**config.mk**
```make
export PLATFORM = sky130hd
export DESIGN_NAME = cm_mem_ctrl_param
export DESIGN_NICKNAME = d
export VERILOG_FILES = /design/src/rtl/cm_mem_pkg.sv /design/src/rtl/cm_addr_decode.sv /design/src/rtl/cm_mem_ctrl_param.sv
export SDC_FILE = /design/constraint.sdc
export NUM_CORES = 1
export LEC_CHECK = 0
export BUFFER_PORTS_ARGS = -buffer_cell sky130_fd_sc_hd__buf_2
export CORE_AREA = 4 4 184 186
export DETAILED_ROUTE_END_ITERATION = 10
export DIE_AREA = 0 0 188 190
export GPL_TIMING_DRIVEN = 0
export PLACE_DENSITY = 0.49
export REMOVE_ABC_BUFFERS = 1
export SETUP_SLACK_MARGIN = 0.2
export SYNTH_ARGS = -nofsm -noshare
export SYNTH_HDL_FRONTEND = slang
export SYNTH_SLANG_ARGS = --single-unit
```
**constraint.sdc**
```tcl
create_clock -name clk -period 3.4 [get_ports clk]
set_clock_uncertainty 0.05 [all_clocks]
set_input_delay 1.02 -clock clk [delete_from_list [all_inputs] [get_ports clk]]
set_output_delay 1.02 -clock clk [all_outputs]
set_load 0.1 [all_outputs]
```
**src/rtl/cm_mem_pkg.sv**
```systemverilog
// rtl/cm_mem_pkg.sv - shared types, default bases and helpers for the cm memory controller
package cm_mem_pkg;

   typedef enum logic [1:0] {
      ST_IDLE      = 2'd0,
      ST_MAIN_WAIT = 2'd1,
      ST_MAIN_RESP = 2'd2
   } state_t;

   typedef enum logic [1:0] {
      RGN_LOCAL    = 2'd0,
      RGN_MAIN     = 2'd1,
      RGN_PERIPH   = 2'd2,
      RGN_UNMAPPED = 2'd3
   } region_t;

   // Where rdata is taken from in the response cycle
   typedef enum logic [1:0] {
      SRC_NONE   = 2'd0,
      SRC_BANK   = 2'd1,
      SRC_PERIPH = 2'd2,
      SRC_MAIN   = 2'd3
   } rsrc_t;

   localparam logic [13:0] DEF_MAIN_BASE   = 14'h2000;
   localparam logic [13:0] DEF_PERIPH_BASE = 14'h2100;

   // Bank index width; a single bank still gets a one-bit index
   function automatic int bidx_w(input int num_banks);
      return (num_banks > 1) ? $clog2(num_banks) : 1;
   endfunction

endpackage

```
**src/rtl/cm_addr_decode.sv**
```systemverilog
// rtl/cm_addr_decode.sv - combinational region classification with bank index and offsets
module cm_addr_decode
   import cm_mem_pkg::*;
#(
   parameter int ADDR_W        = 14,
   parameter int NUM_BANKS     = 6,
   parameter int BANK_ADDR_W   = 9,
   parameter int MAIN_ADDR_W   = 8,
   parameter logic [ADDR_W-1:0] MAIN_BASE   = ADDR_W'(DEF_MAIN_BASE),
   parameter int PERIPH_ADDR_W = 4,
   parameter logic [ADDR_W-1:0] PERIPH_BASE = ADDR_W'(DEF_PERIPH_BASE)
) (
   input  logic [ADDR_W-1:0]                addr,
   output region_t                          region,
   output logic [bidx_w(NUM_BANKS)-1:0]     bank_idx,
   output logic [BANK_ADDR_W-1:0]           bank_off,
   output logic [MAIN_ADDR_W-1:0]           main_off,
   output logic [PERIPH_ADDR_W-1:0]         periph_off
);

   localparam int BIDX_W = bidx_w(NUM_BANKS);
   localparam int unsigned LOCAL_LIMIT = NUM_BANKS << BANK_ADDR_W;

   logic is_local;
   logic is_main;
   logic is_periph;

   // The limit compare also rejects bank indices >= NUM_BANKS; main/periph bases are aligned
   always_comb begin
      is_local  = (32'(addr) < 32'(LOCAL_LIMIT));
      is_main   = (addr[ADDR_W-1:MAIN_ADDR_W] == MAIN_BASE[ADDR_W-1:MAIN_ADDR_W]);
      is_periph = (addr[ADDR_W-1:PERIPH_ADDR_W] == PERIPH_BASE[ADDR_W-1:PERIPH_ADDR_W]);
      if (is_local)       region = RGN_LOCAL;
      else if (is_main)   region = RGN_MAIN;
      else if (is_periph) region = RGN_PERIPH;
      else                region = RGN_UNMAPPED;
      bank_idx   = addr[BANK_ADDR_W +: BIDX_W];
      bank_off   = addr[BANK_ADDR_W-1:0];
      main_off   = addr[MAIN_ADDR_W-1:0];
      periph_off = addr[PERIPH_ADDR_W-1:0];
   end

endmodule

```
**src/rtl/cm_mem_ctrl_param.sv**
```systemverilog
// rtl/cm_mem_ctrl_param.sv - CPU request decoder to SRAM banks, main memory and peripherals (option: CM_MEMCTRL_TIMEOUT_EN)
module cm_mem_ctrl_param
   import cm_mem_pkg::*;
#(
   parameter int ADDR_W         = 14,
   parameter int DATA_W         = 32,
   parameter int NUM_BANKS      = 6,
   parameter int BANK_ADDR_W    = 9,
   parameter int MAIN_ADDR_W    = 8,
   parameter logic [ADDR_W-1:0] MAIN_BASE   = ADDR_W'(DEF_MAIN_BASE),
   parameter int PERIPH_ADDR_W  = 4,
   parameter logic [ADDR_W-1:0] PERIPH_BASE = ADDR_W'(DEF_PERIPH_BASE),
   parameter int TIMEOUT_CYCLES = 255
) (
   input  logic                        clk,
   input  logic                        rst,
   input  logic                        req,
   input  logic                        we,
   input  logic [ADDR_W-1:0]           addr,
   input  logic [DATA_W-1:0]           wdata,
   output logic                        ready,
   output logic [DATA_W-1:0]           rdata,
   output logic                        rdata_vld,
   output logic                        err,
   output logic [NUM_BANKS-1:0]        bank_csb,
   output logic [NUM_BANKS-1:0]        bank_web,
   output logic [BANK_ADDR_W-1:0]      bank_addr,
   output logic [DATA_W-1:0]           bank_din,
   input  logic [NUM_BANKS*DATA_W-1:0] bank_dout,
   output logic                        main_mem_req,
   input  logic                        main_mem_grant,
   output logic                        main_mem_we,
   output logic [MAIN_ADDR_W-1:0]      main_mem_addr,
   output logic [DATA_W-1:0]           main_mem_in,
   input  logic [DATA_W-1:0]           main_mem_out,
   output logic                        periph_we,
   output logic [PERIPH_ADDR_W-1:0]    periph_addr,
   output logic [DATA_W-1:0]           periph_in,
   input  logic [DATA_W-1:0]           periph_out
);

   localparam int BIDX_W = bidx_w(NUM_BANKS);

   state_t                     state;
   rsrc_t                      src_q;
   logic [BIDX_W-1:0]          sel_q;
   logic                       vld_q;
   logic                       err_q;
   logic                       m_we_q;
   logic [MAIN_ADDR_W-1:0]     m_addr_q;
   logic [DATA_W-1:0]          m_wdata_q;
   region_t                    region;
   logic [BIDX_W-1:0]          bank_idx;
   logic [BANK_ADDR_W-1:0]     bank_off;
   logic [MAIN_ADDR_W-1:0]     main_off;
   logic [PERIPH_ADDR_W-1:0]   periph_off;
   logic                       accept;
   logic                       granted;

`ifdef CM_MEMCTRL_TIMEOUT_EN
   localparam int CNT_W = $clog2(TIMEOUT_CYCLES + 1);
   logic [CNT_W-1:0]           to_cnt;
`endif

   cm_addr_decode #(
      .ADDR_W        (ADDR_W),
      .NUM_BANKS     (NUM_BANKS),
      .BANK_ADDR_W   (BANK_ADDR_W),
      .MAIN_ADDR_W   (MAIN_ADDR_W),
      .MAIN_BASE     (MAIN_BASE),
      .PERIPH_ADDR_W (PERIPH_ADDR_W),
      .PERIPH_BASE   (PERIPH_BASE)
   ) u_decode (
      .addr       (addr),
      .region     (region),
      .bank_idx   (bank_idx),
      .bank_off   (bank_off),
      .main_off   (main_off),
      .periph_off (periph_off)
   );

   assign ready     = (state == ST_IDLE);
   assign accept    = req & ready;
   assign granted   = (state == ST_MAIN_WAIT) & main_mem_grant;
   assign rdata_vld = vld_q;
   assign err       = err_q;

   // Same-cycle strobes toward banks, peripherals and the main-memory arbiter
   always_comb begin
      bank_csb      = '1;
      bank_web      = '1;
      bank_addr     = '0;
      bank_din      = '0;
      periph_we     = 1'b0;
      periph_addr   = '0;
      periph_in     = '0;
      main_mem_req  = (state == ST_MAIN_WAIT) || (accept && region == RGN_MAIN);
      main_mem_we   = 1'b0;
      main_mem_addr = '0;
      main_mem_in   = '0;
      if (accept && region == RGN_LOCAL) begin
         bank_addr = bank_off;
         bank_din  = wdata;
         for (int i = 0; i < NUM_BANKS; i++) begin
            if (BIDX_W'(i) == bank_idx) begin
               bank_csb[i] = 1'b0;
               bank_web[i] = ~we;
            end
         end
      end
      if (accept && region == RGN_PERIPH) begin
         periph_we   = we;
         periph_addr = periph_off;
         periph_in   = wdata;
      end
      if (granted) begin
         main_mem_we   = m_we_q;
         main_mem_addr = m_addr_q;
         main_mem_in   = m_wdata_q;
      end
   end

   // Response data comes straight from the source that is valid this cycle
   always_comb begin
      rdata = '0;
      case (src_q)
         SRC_BANK: begin
            for (int i = 0; i < NUM_BANKS; i++) begin
               if (BIDX_W'(i) == sel_q) rdata = bank_dout[i*DATA_W +: DATA_W];
            end
         end
         SRC_PERIPH: rdata = periph_out;
         SRC_MAIN:   rdata = main_mem_out;
         default:    rdata = '0;
      endcase
   end

   // Request FSM with registered valid/error pulses and main-access latches
   always_ff @(posedge clk or negedge rst) begin
      if (!rst) begin
         state     <= ST_IDLE;
         src_q     <= SRC_NONE;
         sel_q     <= '0;
         vld_q     <= 1'b0;
         err_q     <= 1'b0;
         m_we_q    <= 1'b0;
         m_addr_q  <= '0;
         m_wdata_q <= '0;
`ifdef CM_MEMCTRL_TIMEOUT_EN
         to_cnt    <= '0;
`endif
      end else begin
         vld_q <= 1'b0;
         err_q <= 1'b0;
         src_q <= SRC_NONE;
         case (state)
            ST_IDLE: begin
               if (req) begin
                  case (region)
                     RGN_LOCAL: begin
                        if (!we) begin
                           vld_q <= 1'b1;
                           src_q <= SRC_BANK;
                           sel_q <= bank_idx;
                        end
                     end
                     RGN_PERIPH: begin
                        if (!we) begin
                           vld_q <= 1'b1;
                           src_q <= SRC_PERIPH;
                        end
                     end
                     RGN_MAIN: begin
                        m_we_q    <= we;
                        m_addr_q  <= main_off;
                        m_wdata_q <= wdata;
                        state     <= ST_MAIN_WAIT;
`ifdef CM_MEMCTRL_TIMEOUT_EN
                        to_cnt    <= '0;
`endif
                     end
                     default: begin
                        err_q <= 1'b1;
                        vld_q <= ~we;
                     end
                  endcase
               end
            end
            ST_MAIN_WAIT: begin
               if (main_mem_grant) begin
                  if (m_we_q) begin
                     state <= ST_IDLE;
                  end else begin
                     state <= ST_MAIN_RESP;
                     vld_q <= 1'b1;
                     src_q <= SRC_MAIN;
                  end
`ifdef CM_MEMCTRL_TIMEOUT_EN
               end else if (to_cnt == CNT_W'(TIMEOUT_CYCLES - 1)) begin
                  state <= ST_IDLE;
                  err_q <= 1'b1;
                  vld_q <= ~m_we_q;
               end else begin
                  to_cnt <= to_cnt + 1'b1;
`endif
               end
            end
            ST_MAIN_RESP: state <= ST_IDLE;
            default:      state <= ST_IDLE;
         endcase
      end
   end

endmodule

```
==> results of run 1 <==
## state kept, by name, summed over array words and instances (netlist names)
register,cells
err,1
m_addr_q,8
m_wdata_q,32
m_we_q,1
rdata_vld,1
sel_q,3
src_q,2
state,2
## worst min-delay path by stage
stage	end	startpoint	slack (ns)
floorplan	state[1]	m_we_q	0.42
global placement	m_wdata_q[17]	m_wdata_q[17]	0.43
detailed placement	m_addr_q[7]	m_addr_q[7]	0.43
CTS	m_addr_q[2]	m_addr_q[2]	0.46
global route	m_wdata_q[17]	m_wdata_q[17]	0.46
finish	m_wdata_q[31]	m_wdata_q[31]	0.45
## layout make-up
type                            instances  share of cell area [%]
Antenna cell                            5                   0.121
Clock buffer                            6                    1.35
Clock inverter                          2                   0.158
Inverter                               71                    2.61
Multi-Input combinational cell        378                    38.1
Sequential cell                        50                    12.3
Tap cell                              442                    5.37
Timing Repair Buffer                  499                    40.0
## metal layers
layer  vias up  track usage [%]
met2       344             30.5
met1      3071             17.6
met4         4             4.15
li1       2859                -
met3        48             4.11
met5         -                0
## per-stage QoR
step | power [mW] | setup TNS (ns)
2_1_floorplan | 1.59 | -227.67
3_3_place_gp | 2.01 | -198.11
3_5_place_dp | 2.00 | -84.08
4_1_cts | 2.72 | -33.90
5_1_grt | 2.87 | -30.91
6_report | 2.72 | -27.98
## worst reg2reg max path, delay by kind of cell, from the launching register on
kind	cells	cell delay (ns)
flops	1	0.41
simple gates	2	1.60
mux	1	0.43
## kinds of logic (layout without fill, tap and decap cells)
logic type / count (synthesis) / count (layout) / share of synthesized area, %
AND/OR/NAND/NOR: 192 / 201 / 19.5
multiplexers: 139 / 139 / 39.4
buffers and inverters: 119 / 578 / 10.6
flip-flops: 50 / 50 / 24.3
AO/OA/AOI/OAI: 38 / 38 / 6.27
other: 0 / 5 / 0
## report_power, final
| part | switching (mW) | internal (mW) |
|---|---|---|
| registers | 0.0760 | 0.674 |
| logic | 0.768 | 0.665 |
| clock network | 0.236 | 0.296 |
| total | 1.08 | 1.63 |
## cells in the final DEF (no fill, tap or decap), types with 32 or more instances in the layout
cell type / instances
buf_2: 313
mux2_2: 37
dfrtp_1: 46
buf_4: 39
mux2_4: 38
mux4_2: 32
nand2_1: 36
buf_6: 48
inv_1: 70
and2_1: 41
buf_12: 54
buf_8: 32
## timing repair
| item | 4_1_cts | 5_1_grt |
|---|---|---|
| hold endpoints to repair | 0 | 0 |
| endpoints found under the setup margin | 164 | 174 |
| setup buffers | 20 | 1 |
| cloned | 7 | 3 |
| resized for setup | 395 | 137 |
| pin swaps | 11 | 5 |
==> impl_results.md, run 1 <==
- Status: complete, but fails checks
- Failing checks: negative setup slack
- RSZ-0062 raised after global routing: yes
- Die area: 35700 µm²
- Actual slew at the worst max-slew pin: 1.21 ns
- I/O Buffers: 473
- DRT antenna net count: 0
- Hold WC Path Type: register to register
- Critical path buffers and inverters: 3
- Mapped Area: 5150 µm²
- Met3 wire len: 2510 µm
- Met1 WL: around 11000 µm
- Synth cell types: 36
- Initial Util: between 10% and 20%
- Vias in the first global route: around 6800
- Max Used Layer: met5
- Yosys top cell area share: 24.3%
- Crit Path Category: input port to output port
- Initial detailed-routing violation count: 174
- Seq/Total Area, Yosys: 24.3%
- Multi-input gate area: 3930 µm²
- Worst EP arrival: 2.98 ns
- First-pass GRT wire length: around 44000 µm
- YS warnings: 0
- DR WL met2: 17200 µm
- Mapped Cells: 538
- Post-route non-filler standard cell count: around 1500
- Crit path required time: 2.33 ns
- Remaining global-route overflow: 0
- Fin Hold WS: 0.448 ns
- Post-DR vias/cell: 4.35
- # nets final: 1312
- Period utilization: 119%
- Crit path depth: 6
- 1st-pass router iterations: 5
- Most frequent cells after synthesis: inv_1, dfrtp_1, and2_1, nor2_1, mux2_4
- Crit path to: periph_in[23]
- Chip width: ~190 µm
- Reg clk slew, reported paths: 0.07 ns
- Leak: 5.01 nW
- Cell mode on critical path: or4b_4
- Max_cap viols: 0
- TritonCTS clock tree: yes
- Setup crit start: addr[10]
- Layout cell share with drive strength beyond 1: 71.0%
- Final setup vio count: 87
- Remaining DRCs: 0
- Crit path capture type: output port
- CTS hold repair buffers: 0
- Peak Freq: 0.247 GHz
- Critical Path Max Stage Delay: 0.59 ns
- Worst Reg-to-Reg Cells: 3
- Count of final hold-check violations: 0
- FF+latch area: ~1300 µm²
- GP Congestion: 0.806
- Setup ws final: -0.651 ns
- Drt wl/cell: 21.7 µm
- CTS Buffer Depth: 2
- Relative slew slack: 19.5%
- Initial antenna violation count: 7
- Placed Area: 7890 µm²
- DR vias: 6326
- CTS root buf: clkbuf_16
- Ys async rst share: 100%
- Ranking of synthesized cells by area: dfrtp_1, mux4_2, mux2_4
- Worst vdd ir: about 0.18 mV
- Synth Area per Inst: 9.58 µm²
- R2r startpoint: state[0]
- Crit-path leading delay family: simple AND/OR/NAND/NOR gates
- Tmin final: approximately 4.1 ns
- Design area: 10300 µm²
- TritonCTS buffer count: 5
- Core Util, Final: about a third
- Maximum fanout along the worst path: 19
- Num rows: 66
- EDFF count, synth: 0
- Clk_lat worst skew: 0.28 ns
- Core Area: 32300 µm²
- Dpl cells: around 1400
- CTS H-tree depth: 2
- Largest net degree at the start of global routing: 51
- Synthesized flop and latch total: 50
- Crit start category: input port
- HPWL after detailed placement: approximately 21000 µm
- Gr usage total: 16.0%
- Die Ht: 190 µm
- Slew Viols, Final: 0
- Number of fill cells: around 3300
- Final wirelength: around 32000 µm
- R2R Setup Slk: 0.82 ns
- Ports: approximately 470
- Sink Count: 50
- Area Overhead vs Synth: 100%
- Hold Crit Depth: 1
- Most frequent cell after synthesis: inv_1
- Top FF cell, synth: dfrtp_1
- Worst reg2reg endpoint: m_addr_q[0]
- Synth area leader: dfrtp_1
- Slowest CP cell: or4b_4
- Dpl ws: -1.10 ns
- Power Density: between 200 and 300 nW/µm²
- Crit path cell chain: buf_8 > or4b_4 > or4b_4 > buf_12 > nor3_2 > buf_6
(Power assumes the default switching activity.)
==> run 2, diff against run 1 <==
- GPL_TIMING_DRIVEN: 0 -> 1
- PLACE_DENSITY: 0.49 -> default
- PLACE_DENSITY_LB_ADDON: default -> 0.15
==> run 2 against run 1 <==
Net effect: the flow still finishes with violations (negative setup slack); total power rose by 6.1%; worst setup slack improved by 0.018 ns; clock power rose by 6.4%; worst hold slack improved by 0.00073 ns; count of clock-buffer cells in the layout rose by 1; final area rose by 18%; utilization rose by 5.8 points; global-route usage rose by 0.091 points; critical path type unchanged; largest power group unchanged.
==> impl_results.md, run 2 (synthesis results as in run 1) <==
- Initial Util: 16.0% (unchanged)
- Final setup vio count: 91 (+4.6%)
- Vias in the first global route: 6705 (-1.9%)
- CTS Buffer Depth: 2 (unchanged)
- Crit start category: input port
- Power Density: 237 nW/µm² (-10%)
- CTS root buf: clkbuf_16
- Num rows: 66 (unchanged)
- DR vias: 6243 (-1.3%)
- Fin Hold WS: 0.448 ns (+0.000728 ns)
- I/O Buffers: 473 (unchanged)
- Worst vdd ir: 0.229 mV (+28%)
- Reg power frac: 24.9% (-2.7 points)
- Clock network power share: 19.7% (about the same)
- GP Congestion: 0.827 (+2.7%)
- Cell mode on critical path: buf_12
- Area Overhead vs Synth: 136%
- Leading registers by flop count: m_wdata_q (32), m_addr_q (8), sel_q (3)
- Design area: 12200 µm² (+18%)
- Failing checks: negative setup slack
- Layout cell share with drive strength beyond 1: 74.1% (+3.2 points)
- Crit-path leading delay family: simple AND/OR/NAND/NOR gates
- GR met1 Demand/Resource: 16.7% (-0.93 points)
- First-pass GRT wire length: 43700 µm (about the same)
- TritonCTS clock tree: yes
- TritonCTS buffer count: 5 (unchanged)
- Remaining DRCs: 0 (unchanged)
- Slowest CP cell: or4_4
- Most common cell after layout, fill and taps aside: buf_2
- Tmin final: 4.03 ns (-0.0178 ns)
- Comb power frac: 55.4% (+2.6 points)
- Post-DR vias/cell: 4.12 (-5.4%)
- Crit path cell chain: buf_6 > or4_4 > or4b_4 > buf_12 > nor3_1 > buf_4 > buf_12
- Critical Path Max Stage Delay: 0.55 ns (-0.04 ns)
- CTS H-tree depth: 2 (unchanged)
- 1st-pass router iterations: 4 (-1)
- Dpl ws: -0.677 ns (+0.419 ns)
- Dpl cells: 1478 (+4.9%)
- Ports: 474 (unchanged)
- Slew Viols, Final: 0 (unchanged)
- Initial detailed-routing violation count: 171 (-1.7%)
- Highest-count cells in the layout ignoring fill and taps: buf_2, buf_12, inv_1
- # nets final: 1377 (+5.0%)
- Largest net degree at the start of global routing: 42 (-18%)
- Biggest register: m_wdata_q
- Initial antenna violation count: 4 (-3)
- Gr usage total: 16.1% (+0.091 points)
- Max_cap viols: 0 (unchanged)
- Switching part of the total power: 37.1% (-2.7 points)
- Max FFs per register: 32 (unchanged)
- Crit path required time: 2.33 ns (about the same)
- Gr busiest metal: met2
- RSZ-0062 raised after global routing: yes
- Crit Path Category: input port to output port
- Leak: 5.71 nW (+14%)
- Reg clk slew, reported paths: 0.07 ns (about the same)
- Grt met2 use: 30.6% (+0.15 points)
- Period utilization: 119% (-0.52 points)
- Peak Freq: 0.248 GHz (+0.44%)
- Remaining global-route overflow: 0 (unchanged)
- Actual slew at the worst max-slew pin: 0.773 ns (-0.434 ns)
- Int Power: 1.81 mW (+11%)
- Maximum fanout along the worst path: 38 (+19)
- Setup ws final: -0.633 ns (+0.0178 ns)
- Final wirelength: 30700 µm (-2.9%)
- Sink Count: 50 (unchanged)
- Count of final hold-check violations: 0 (unchanged)
- Die area: 35700 µm² (unchanged)
- Chip width: 188 µm (unchanged)
- Core Area: 32300 µm² (unchanged)
- DRT antenna net count: 0 (unchanged)
- Worst EP arrival: 2.96 ns (-0.02 ns)
- Core Util, Final: 37.7% (+5.8 points)
- Relative slew slack: 48.4% (+29 points)
- Post-route non-filler standard cell count: 1515 (+4.3%)
- HPWL after detailed placement: 24800 µm (+16%)
- Status: complete, but fails checks
- Drt wl/cell: 20.2 µm (-6.9%)
- CTS hold repair buffers: 0 (unchanged)
- GR Util met3: 6.44% (+2.3 points)
- Switching power: 1.07 mW (-1.0%)
- Hold WC Path Type: register to register
- Crit path capture type: output port
- Clk_lat worst skew: 0.28 ns (about the same)
- Critical path buffers and inverters: 4 (+1)
- Die Ht: 190 µm (unchanged)
- Placed Area: 10700 µm² (+36%)
==> run 2: cell types whose count changed in the layout (fill, tap and decap cells not counted), moves of 11 or more <==
| cell | delta |
|---|---|
| nor2_2 | -17 |
| nor2_4 | +23 |
| nor3_2 | +11 |
| buf_8 | -28 |
| buf_4 | +24 |
| buf_12 | +112 |
| nor3_4 | -20 |
| buf_6 | -18 |
| buf_2 | -13 |
==> run 2: worst paths after layout <==
check	startpoint	endpoint	slack, ns	cells past startpoint
max	addr[5]	periph_in[14]	-0.63	7
min	m_wdata_q[31]	m_wdata_q[31]	0.45	1
max reg2reg	state[0]	m_wdata_q[2]	0.93	5
min reg2reg	m_wdata_q[31]	m_wdata_q[31]	0.45	1
max in group asynchronous	rst	m_wdata_q[1]	1.79	3
min in group asynchronous	rst	m_wdata_q[3]	0.73	1
==> run 2: routing by layer <==
metal  vias up  wire [µm]
met5         -         28
met4         4        459
met3        21       2930
met2       294      16700
met1      2957      10600
li1       2967          -
==> run 2: power groups by stage <==
stage | Sequential [mW] | Clock, mW | Combinational, mW
floorplan | 0.822 | 0 | 0.765
global placement | 0.758 | 0 | 1.39
detailed placement | 0.757 | 0 | 1.39
CTS | 0.737 | 0.592 | 1.54
global route | 0.728 | 0.614 | 1.70
finish | 0.718 | 0.567 | 1.59
==> run 2: cell type report <==
type,count,area (µm²)
Sequential cell,50,1260
Clock inverter,1,30.0
Timing Repair Buffer,573,5970
Multi-Input combinational cell,369,3960
Fill cell,3205,20100
Inverter,71,267
Antenna cell,2,5.00
Clock buffer,7,133
Tap cell,442,553
==> run 2: timing repair <==
action | 4_1_cts | 5_1_grt
resized for setup | 201 | 37
buffers inserted | 14 | 7
gates cloned | 6 | 0
pin swaps | 20 | 8
setup endpoints to repair | 121 | 121
==> run 2: stage by stage <==
| step | setup TNS (ns) | total power [mW] |
|---|---|---|
| floorplan | -227.67 | 1.59 |
| global route | -31.05 | 3.04 |
| finish | -27.34 | 2.88 |
| CTS | -27.36 | 2.87 |
| global placement | -32.43 | 2.15 |
| detailed placement | -33.18 | 2.15 |
